[config.mk]
export PLATFORM = sky130hd
export DESIGN_NAME = div_unit_r32m
export DESIGN_NICKNAME = d
export VERILOG_FILES = /design/src/rtl/div_unit_r32m.sv
export SDC_FILE = /design/constraint.sdc
export NUM_CORES = 1
export LEC_CHECK = 0
export ABC_AREA = 0
export CAP_MARGIN = 30
export CORE_AREA = 2 2 108 214
export CTS_CLUSTER_DIAMETER = 80
export CTS_CLUSTER_SIZE = 30
export DETAILED_ROUTE_END_ITERATION = 16
export DIE_AREA = 0 0 110 216
export MAX_ROUTING_LAYER = met4
export PLACE_DENSITY = 0.86
export SKIP_LAST_GASP = 1
export SLEW_MARGIN = 5
export SYNTH_ARGS = -nofsm -noshare
export SYNTH_HDL_FRONTEND = slang
export SYNTH_SLANG_ARGS = --single-unit
[constraint.sdc]
create_clock -name clock -period 3.22 [get_ports clock]
set_clock_uncertainty 0.1 [all_clocks]
set_input_delay 0.322 -clock clock [delete_from_list [all_inputs] [get_ports clock]]
set_output_delay 0.322 -clock clock [all_outputs]
set_load 0.02 [all_outputs]
[src/rtl/div_unit_r32m.sv]
// div_unit_r32m: iterative radix-2 restoring divider for RV32M DIV/DIVU/REM/REMU.
// One quotient bit per cycle (32 CALC cycles) followed by one sign-fix cycle.
// Optional macro DIV_FASTPATH_EN: divide-by-zero and signed overflow are
// resolved at start and go straight to DONE without entering CALC/FIX.
module div_unit_r32m #(
    parameter int dataW = 32
) (
    input  logic             clock,
    input  logic             reset,
    input  logic             start,
    input  logic [1:0]       divop,
    input  logic [dataW-1:0] A,
    input  logic [dataW-1:0] B,
    output logic             busy,
    output logic             done,
    output logic [dataW-1:0] result
);

    typedef enum logic [1:0] {
        S_IDLE = 2'd0,
        S_CALC = 2'd1,
        S_FIX  = 2'd2,
        S_DONE = 2'd3
    } state_t;

    localparam logic [dataW-1:0] MIN_NEG = {1'b1, {(dataW-1){1'b0}}};
    localparam logic [dataW-1:0] ALL_ONE = {dataW{1'b1}};
    localparam logic [dataW-1:0] ONE     = {{(dataW-1){1'b0}}, 1'b1};

    // Two's-complement negation.
    function automatic logic [dataW-1:0] neg_f(input logic [dataW-1:0] x);
        return ~x + ONE;
    endfunction

    // Magnitude of an operand when the operation is signed, raw value otherwise.
    function automatic logic [dataW-1:0] mag_f(input logic [dataW-1:0] x,
                                               input logic            is_signed);
        logic signed [dataW-1:0] sx;
        sx = $signed(x);
        return (is_signed && (sx < 0)) ? neg_f(x) : x;
    endfunction

    state_t           r_state;
    logic [4:0]       r_cnt;
    logic [dataW-1:0] r_quo;      // dividend shifts out, quotient shifts in
    logic [dataW-1:0] r_rem;      // partial remainder
    logic [dataW-1:0] r_dvsr;     // divisor magnitude
    logic [dataW-1:0] r_a;        // raw dividend, remainder for divide-by-zero
    logic             r_qneg;
    logic             r_rneg;
    logic             r_sel_rem;  // divop[1]: output the remainder
    logic             r_dz;
    logic             r_ovf;
    logic             r_busy;
    logic             r_done;
    logic [dataW-1:0] r_result;

    logic             w_accepting;
    logic             w_signed;
    logic             w_dz;
    logic             w_ovf;
    logic             w_take_fast;
    logic [dataW:0]   w_trial;
    logic [dataW-1:0] w_fix_q;
    logic [dataW-1:0] w_fix_r;
    logic [dataW-1:0] w_fix_result;
    logic [dataW-1:0] w_fast_result;

    assign w_accepting = (r_state == S_IDLE) || (r_state == S_DONE);
    assign w_signed    = ~divop[0];
    assign w_dz        = (B == '0);
    assign w_ovf       = w_signed && (A == MIN_NEG) && (B == ALL_ONE);

`ifdef DIV_FASTPATH_EN
    assign w_take_fast = w_dz || w_ovf;
`else
    assign w_take_fast = 1'b0;
`endif

    // Trial subtraction: {rem, next dividend bit} - divisor. Since rem < divisor,
    // the 33-bit difference carries a reliable sign in its MSB.
    assign w_trial = {r_rem, r_quo[dataW-1]} - {1'b0, r_dvsr};

    // Sign correction and architectural special-case overrides for the FIX cycle.
    always_comb begin
        w_fix_q = r_qneg ? neg_f(r_quo) : r_quo;
        w_fix_r = r_rneg ? neg_f(r_rem) : r_rem;
        if (r_dz) begin
            w_fix_q = ALL_ONE;
            w_fix_r = r_a;
        end else if (r_ovf) begin
            w_fix_q = MIN_NEG;
            w_fix_r = '0;
        end
        w_fix_result = r_sel_rem ? w_fix_r : w_fix_q;
    end

    // Result for a special case resolved at start (only selected in the fast build).
    always_comb begin
        w_fast_result = '0;
        if (w_dz) begin
            w_fast_result = divop[1] ? A : ALL_ONE;
        end else begin
            w_fast_result = divop[1] ? '0 : MIN_NEG;
        end
    end

    // Control FSM and iteration datapath; reset clears every register.
    always_ff @(posedge clock) begin
        if (reset) begin
            r_state   <= S_IDLE;
            r_cnt     <= '0;
            r_quo     <= '0;
            r_rem     <= '0;
            r_dvsr    <= '0;
            r_a       <= '0;
            r_qneg    <= 1'b0;
            r_rneg    <= 1'b0;
            r_sel_rem <= 1'b0;
            r_dz      <= 1'b0;
            r_ovf     <= 1'b0;
            r_busy    <= 1'b0;
            r_done    <= 1'b0;
            r_result  <= '0;
        end else begin
            case (r_state)
                S_IDLE, S_DONE: begin
                    r_done <= 1'b0;
                    if (w_accepting && start) begin
                        r_cnt     <= '0;
                        r_quo     <= mag_f(A, w_signed);
                        r_rem     <= '0;
                        r_dvsr    <= mag_f(B, w_signed);
                        r_a       <= A;
                        r_qneg    <= w_signed && (A[dataW-1] ^ B[dataW-1]);
                        r_rneg    <= w_signed && A[dataW-1];
                        r_sel_rem <= divop[1];
                        r_dz      <= w_dz;
                        r_ovf     <= w_ovf;
                        if (w_take_fast) begin
                            r_state  <= S_DONE;
                            r_done   <= 1'b1;
                            r_result <= w_fast_result;
                        end else begin
                            r_state <= S_CALC;
                            r_busy  <= 1'b1;
                        end
                    end else begin
                        r_state <= S_IDLE;
                    end
                end
                S_CALC: begin
                    if (!w_trial[dataW]) begin
                        r_rem <= w_trial[dataW-1:0];
                    end else begin
                        r_rem <= {r_rem[dataW-2:0], r_quo[dataW-1]};
                    end
                    r_quo <= {r_quo[dataW-2:0], ~w_trial[dataW]};
                    r_cnt <= r_cnt + 5'd1;
                    if (r_cnt == 5'd31) begin
                        r_state <= S_FIX;
                    end
                end
                S_FIX: begin
                    r_result <= w_fix_result;
                    r_busy   <= 1'b0;
                    r_done   <= 1'b1;
                    r_state  <= S_DONE;
                end
                default: begin
                    r_state <= S_IDLE;
                    r_busy  <= 1'b0;
                    r_done  <= 1'b0;
                end
            endcase
        end
    end

    assign busy   = r_busy;
    assign done   = r_done;
    assign result = r_result;

endmodule

==> results.yml, run 1 <==
worst_hold_path:
  hp-class: "input port to flop"
final_layout:
  syn2layout_area_growth_pct: 21.84
  num_antenna_cells: 0
  layout-drive-gt1-share: 0.1024
  nets: 1778
  fin_util: 0.6372
  fill_cells: 1812
  finalNonFillerCells: 1955
route:
  drc: 0
  drt_first_pass_iters: 6
  antenna_left: 0
  wl_mm: 36.63
  wl_per_cell_um: 18.74
  vias_per_cell: 6.198
  first_iter_violations: 1044
  num_vias: 12120
cts:
  postCtsHoldBufs: 0
  cts_tree: "built"
  clk_latency_ps: 450
  clock_sinks: 174
  clk_pin_slew_ps: 70
  ctsHtreeMaxLevel: 4
  cts_root_buf: "clkbuf_16"
  clockBufferDepth: 2
  tritoncts.num_buffers: 17
power_and_ir_drop:
  power.density_mw_per_mm2: 751.0
  pwr-share-seq: 0.302
  power.leakage_nw: 5.322
  p_int_mw: 6.049
  sw_frac_of_total: 0.4271
  p_sw_mw: 4.510
  p_total_mw: 10.56
  p_clk_frac: 0.203
  p_comb_frac: 0.495
  ir_drop_uv: 544.9
global_routing:
  grt_pass1_wl_mm: 57.50
  grt_pass1_vias: 11820
  grt_max_degree: 98
  grt-ovfl-total: 0
  track_usage: 0.3164
  antenna_found_initial: 0
worst_setup_path:
  crit_path_end_kind: "flop"
  start_kind: "flop"
  cpMaxStageDelayCell: "fa_1"
  cp.required_ps: 3400
  cp-endpoint: "r_rem[10]"
  cpPeakStageDelay_ps: 380
  r2r_slack_ps: 60
  worstPathMaxFanout: 14
  path_class: "flop to flop"
  r2r_cells: 14
  crit_family: "compound AO/OA/AOI/OAI gates"
  worstPathArrival_ps: 3340
  crit_cells: 14
  critPathLaunch: "r_quo[31]"
  path_buf_inv: 3
  r2r_end: "r_rem[10]"
  crit-reg2reg-launch: "r_quo[31]"
  worstPathCellList: "inv_1 -> ha_2 -> fa_1 -> nand2b_4 -> a21o_1 -> a21oi_4 -> o31ai_4 -> a21oi_1 -> o21ai_1 -> buf_4 -> xnor2_4 -> buf_12 -> mux2i_1 -> o21ai_0"
synth:
  synth_seq_cells: 174
  synth_area_leaders: "dfxtp_1 (30%), nand2_1 (7.8%), a21oi_1 (6.2%)"
  synth_cell_type_count: 69
  yosysTopAreaCellShare: 0.3019
  synth_flop_cell: "dfxtp_1"
  yosysWarnings: 0
  synth_edf_count: 0
  yosysSeqAreaShare: 0.3019
  syn-cell-area_mm2: 0.01154
  async_reset_ff_frac: 0
  yosys.area.top_type: "dfxtp_1"
  mappedNetlistNets: 1657
  netlist_instances: 1545
  postSynthAreaPerCell_um2: 7.468
floorplan:
  die_h_um: 216
  initial_core_util: 0.5230
  placementRows: 77
  core_mm2: 0.02206
  ios: 103
  die-area_mm2: 0.02376
  die_x_um: 110
timing:
  layout_setup_ws_ps: 61.55
  finalSetupViolations: 0
  setup_tns_ps: 0
  rsz0062_at_grt: "true"
  min_period_over_period: 0.9809
  worst_pin_slew_ps: 916.5
  maxSlewViolCount: 0
  min_period_ps: 3158
  hold_viol_final: 0
  fmax_mhz: 316.6
  max_slew_margin: 0.3875
job:
  maxCapViolations: 0
place:
  place_ws_ps: -251.5
  numPlacedInstances: 1920
  gp_congestion: 0.9974
  dp_hpwl_mm: 27.04
  numPortBuffers: 102
run_status:
  status: "finished, final reports clean"
[cells in the final DEF, fill, tap and decap left out, types with 5 or more instances in the layout]
master | synthesis | routed
o21ai_0 | 127 | 124
o41ai_1 | 12 | 12
nand4_1 | 18 | 18
nor4_1 | 15 | 13
dfxtp_1 | 174 | 172
o41ai_2 | 5 | 5
nor2_1 | 141 | 140
o31ai_1 | 28 | 26
xor2_1 | 68 | 68
o21ai_1 | 4 | 5
nand2b_1 | 16 | 15
a211oi_1 | 31 | 30
a21oi_1 | 142 | 141
clkbuf_16 | 0 | 18
o221ai_1 | 20 | 20
or4_1 | 16 | 15
a21o_1 | 11 | 11
a311oi_1 | 10 | 10
mux2i_1 | 34 | 34
buf_4 | 2 | 90
or3_1 | 15 | 15
nand3_1 | 14 | 13
a31oi_1 | 9 | 9
nand2_1 | 241 | 241
nor3_1 | 30 | 29
clkdlybuf4s50_1 | 0 | 101
o211ai_1 | 22 | 22
ha_1 | 42 | 40
inv_1 | 57 | 57
nor2b_1 | 8 | 8
xnor2_1 | 71 | 71
a22oi_1 | 5 | 5
[sequential cells by signal (all words and copies together) (netlist names), 2 cells and up]
signal	count
result	32
r_cnt	5
r_rem	32
r_dvsr	32
r_quo	32
r_state	2
r_a	32
[worst reg2reg max path, stage by stage, from the launching register on]
cell,delay [ps]
dfxtp_1,310
inv_1,70
ha_2,210
fa_1,390
nand2b_4,150
a21o_1,220
a21oi_4,230
o31ai_4,100
a21oi_1,170
o21ai_1,80
buf_4,150
xnor2_4,230
buf_12,200
mux2i_1,260
o21ai_0,140
[worst min-delay path by stage]
stage                     slack [ps]  cells after the start    endpoint  startpoint
after global routing             260                      2   result[1]       reset
after global placement           340                      2     r_a[26]     r_a[26]
after floorplan                  330                      2  r_dvsr[31]  r_dvsr[31]
after CTS                        220                      2   result[1]       reset
after detailed placement         350                      2     r_a[25]     r_a[25]
final                            240                      2   result[1]       reset
[power by group through the flow]
| stage | sequential (mW) | combinational, mW | clock, mW |
|---|---|---|---|
| 6_report | 3.19 | 5.22 | 2.15 |
| 5_1_grt | 3.25 | 5.69 | 2.24 |
| 4_1_cts | 3.16 | 5.05 | 2.15 |
| 3_5_place_dp | 3.20 | 5.01 | 0 |
| 3_3_place_gp | 3.18 | 4.91 | 0 |
| 2_1_floorplan | 3.25 | 3.15 | 0 |
[per-stage QoR]
stage	hold slack [ps]	cell area, um^2
2_1_floorplan	331.9	11540
4_1_cts	223.9	13920
6_report	235.3	14060
3_5_place_dp	346.6	13310
3_3_place_gp	340.3	13310
5_1_grt	257.2	14060
[timing repair]
| item | 4_1_cts | 5_1_grt |
|---|---|---|
| buffers inserted | 0 | 1 |
| resized for setup | 1 | 22 |
| pin swaps | 0 | 4 |
| cloned | 0 | 2 |
| endpoints found under the setup margin | 1 | 38 |
| hold endpoints to repair | 0 | 0 |
[metal layers]
metal,vias to the layer above,track usage,part of all wire
li1,5725,-,-
met3,187,0.04893,0.059
met5,-,-,0
met4,0,0.2464,0.085
met2,584,0.5348,0.51
met1,5622,0.3133,0.34
[Yosys cell counts, drive strengths merged, types with 11 or more instances]
library cell	n
o211ai	22
o31ai	28
nand2b	16
a211oi	31
nor2	141
o41ai	17
o221ai	20
xnor2	72
mux2i	34
nand4	18
ha	42
nor4	17
nand2	242
xor2	68
o21ai	131
or3	18
clkbuf	91
nor3	31
a21oi	142
nand3	14
inv	57
or4	18
dfxtp	174
a21o	11
[area by class of cell]
cell class	instances	area [um^2]	area share
Multi-Input combinational cell	1218	7592	0.5400
Sequential cell	174	3486	0.2480
Timing Repair Buffer	198	1814	0.1290
Clock buffer	18	439.2	0.03124
Tap cell	276	345.3	0.02456
Inverter	57	214.0	0.01522
Clock inverter	14	167.7	0.01193
[cells by family after synthesis]
kind of cell    count (synthesis)  synth area share
simple gates                  544            0.2158
buf+inv                       153           0.05042
xor+xnor                      140            0.1069
compound gates                457            0.2482
fa+ha+maj                      43           0.04728
mux                            34           0.02949
flops                         174            0.3019
(Power assumes the default switching activity.)
==> run 2, diff against run 1 <==
CELL_PAD_IN_SITES_DETAIL_PLACEMENT = 0   (was unset)
CELL_PAD_IN_SITES_GLOBAL_PLACEMENT = 2   (was unset)
CORE_AREA = 2 2 140 278   (was 2 2 108 214)
DIE_AREA = 0 0 142 280   (was 0 0 110 216)
PLACE_DENSITY = 0.87   (was 0.86)
==> results.yml, run 2 (synthesized netlist as in run 1, its figures left out) <==
power_and_ir_drop:
  sw_frac_of_total: 0.4381
  p_clk_frac: 0.204
  power.leakage_nw: 5.516
  p_int_mw: 6.020
  p_sw_mw: 4.693
  ir_drop_uv: 310.9
  p_comb_frac: 0.500
  pwr-share-seq: 0.296
  power.density_mw_per_mm2: 734.5
place:
  numPlacedInstances: 2144
  dp_hpwl_mm: 34.10
  numPortBuffers: 102
  gp_congestion: 0.9341
  place_ws_ps: -176.8
cts:
  cts_tree: "built"
  ctsHtreeMaxLevel: 4
  cts_root_buf: "clkbuf_16"
  clk_latency_ps: 480
  tritoncts.num_buffers: 17
  clk_pin_slew_ps: 70
  clock_sinks: 174
  clockBufferDepth: 2
final_layout:
  final_cell_mix: "nand2_1 (241), dfxtp_1 (172), a21oi_1 (141)"
  fill_cells: 3887
  layout-drive-gt1-share: 0.1223
  syn2layout_area_growth_pct: 26.39
  finalNonFillerCells: 2180
  nets: 1816
  final_common_cell: "nand2_1"
  multi_input_area_mm2: 0.007591
  regArea_mm2: 0.003486
  num_antenna_cells: 0
global_routing:
  grt_pass1_wl_mm: 67.39
  track_usage: 0.2284
  grt_max_degree: 50
  grt_pass1_vias: 12090
  grt-ovfl-total: 0
  antenna_found_initial: 0
route:
  vias_per_cell: 5.458
  antenna_left: 0
  wl_per_cell_um: 20.04
  drt_first_pass_iters: 5
  first_iter_violations: 687
  wl_mm: 43.70
  drc: 0
  num_vias: 11900
floorplan:
  core_mm2: 0.03779
  ios: 103
  initial_core_util: 0.3054
  placementRows: 101
  die_h_um: 280
  die-area_mm2: 0.03976
  die_x_um: 142
worst_setup_path:
  start_kind: "flop"
  worstPathMaxFanout: 5
  path_class: "flop to flop"
  crit_path_end_kind: "flop"
  cp.required_ps: 3460
  worstPathArrival_ps: 3330
timing:
  worst_pin_slew_ps: 839.9
  min_period_ps: 3091
  fmax_mhz: 323.5
  layout_setup_ws_ps: 129.2
  maxSlewViolCount: 0
  finalSetupViolations: 0
  setup_tns_ps: 0
  rsz0062_at_grt: "true"
  hold_viol_final: 0
  whs_ps: 230.4
  max_slew_margin: 0.4393
  min_period_over_period: 0.9599
worst_hold_path:
  hp-class: "input port to flop"
run_status:
  status: "finished, final reports clean"
job:
  maxCapViolations: 0
[run 2: cell type report]
class | instances | area share
clock buffer | 22 | 0.03252
inverter | 57 | 0.01467
multi-input combinational | 1218 | 0.5205
timing repair buffer | 236 | 0.1448
tap | 463 | 0.03972
sequential | 174 | 0.2390
clock inverter | 10 | 0.008751
[run 2: critical path: stages, from the launching register on]
cell	delay [ps]
dfxtp_1	340
inv_1	60
ha_1	340
a21o_1	200
a21o_1	160
a2111oi_0	390
buf_4	200
a211oi_4	70
o41ai_2	230
buf_4	190
o211ai_1	120
buf_4	160
a211oi_1	250
o21ai_0	140
[run 2: repair_timing]
action | in CTS | in global routing
hold buffers | 0 | 0
cloned | 1 | 0
pin swaps | 3 | 7
buffers inserted | 1 | 2
gates resized for setup | 4 | 16
endpoints found under the setup margin | 17 | 35
[run 2: through the flow]
stage	util	cell area (um^2)	total power, mW
floorplan	-	11540	6.395
global placement	0.3661	13830	8.454
detailed placement	0.3661	13830	8.502
CTS	0.3835	14490	10.72
global route	0.3860	14580	11.42
finish	0.3860	14580	10.71
[run 2: per-layer routing]
metal | part of all wire | wire, um | global-route usage
met5 | 0 | 0 | -
met1 | 0.34 | 14970 | 0.2064
met2 | 0.55 | 23860 | 0.4233
met4 | 0.088 | 3849 | 0.1779
met3 | 0.023 | 1026 | 0.02884
[run 2: power groups by stage]
stage	Clock, mW	Combinational (mW)	Sequential (mW)
6_report	2.18	5.36	3.17
5_1_grt	2.31	5.86	3.24
4_1_cts	2.23	5.32	3.17
3_5_place_dp	0	5.29	3.21
3_3_place_gp	0	5.26	3.20
2_1_floorplan	0	3.15	3.25
[run 2: path summary, 6_finish.rpt]
kind | startpoint | endpoint | cells past startpoint | slack, ps
setup / recovery | r_dvsr[10] | r_rem[29] | 13 | 130
hold / removal | reset | done | 2 | 230
setup reg to reg | r_dvsr[10] | r_rem[29] | 13 | 130
hold reg to reg | r_a[0] | r_a[0] | 2 | 360
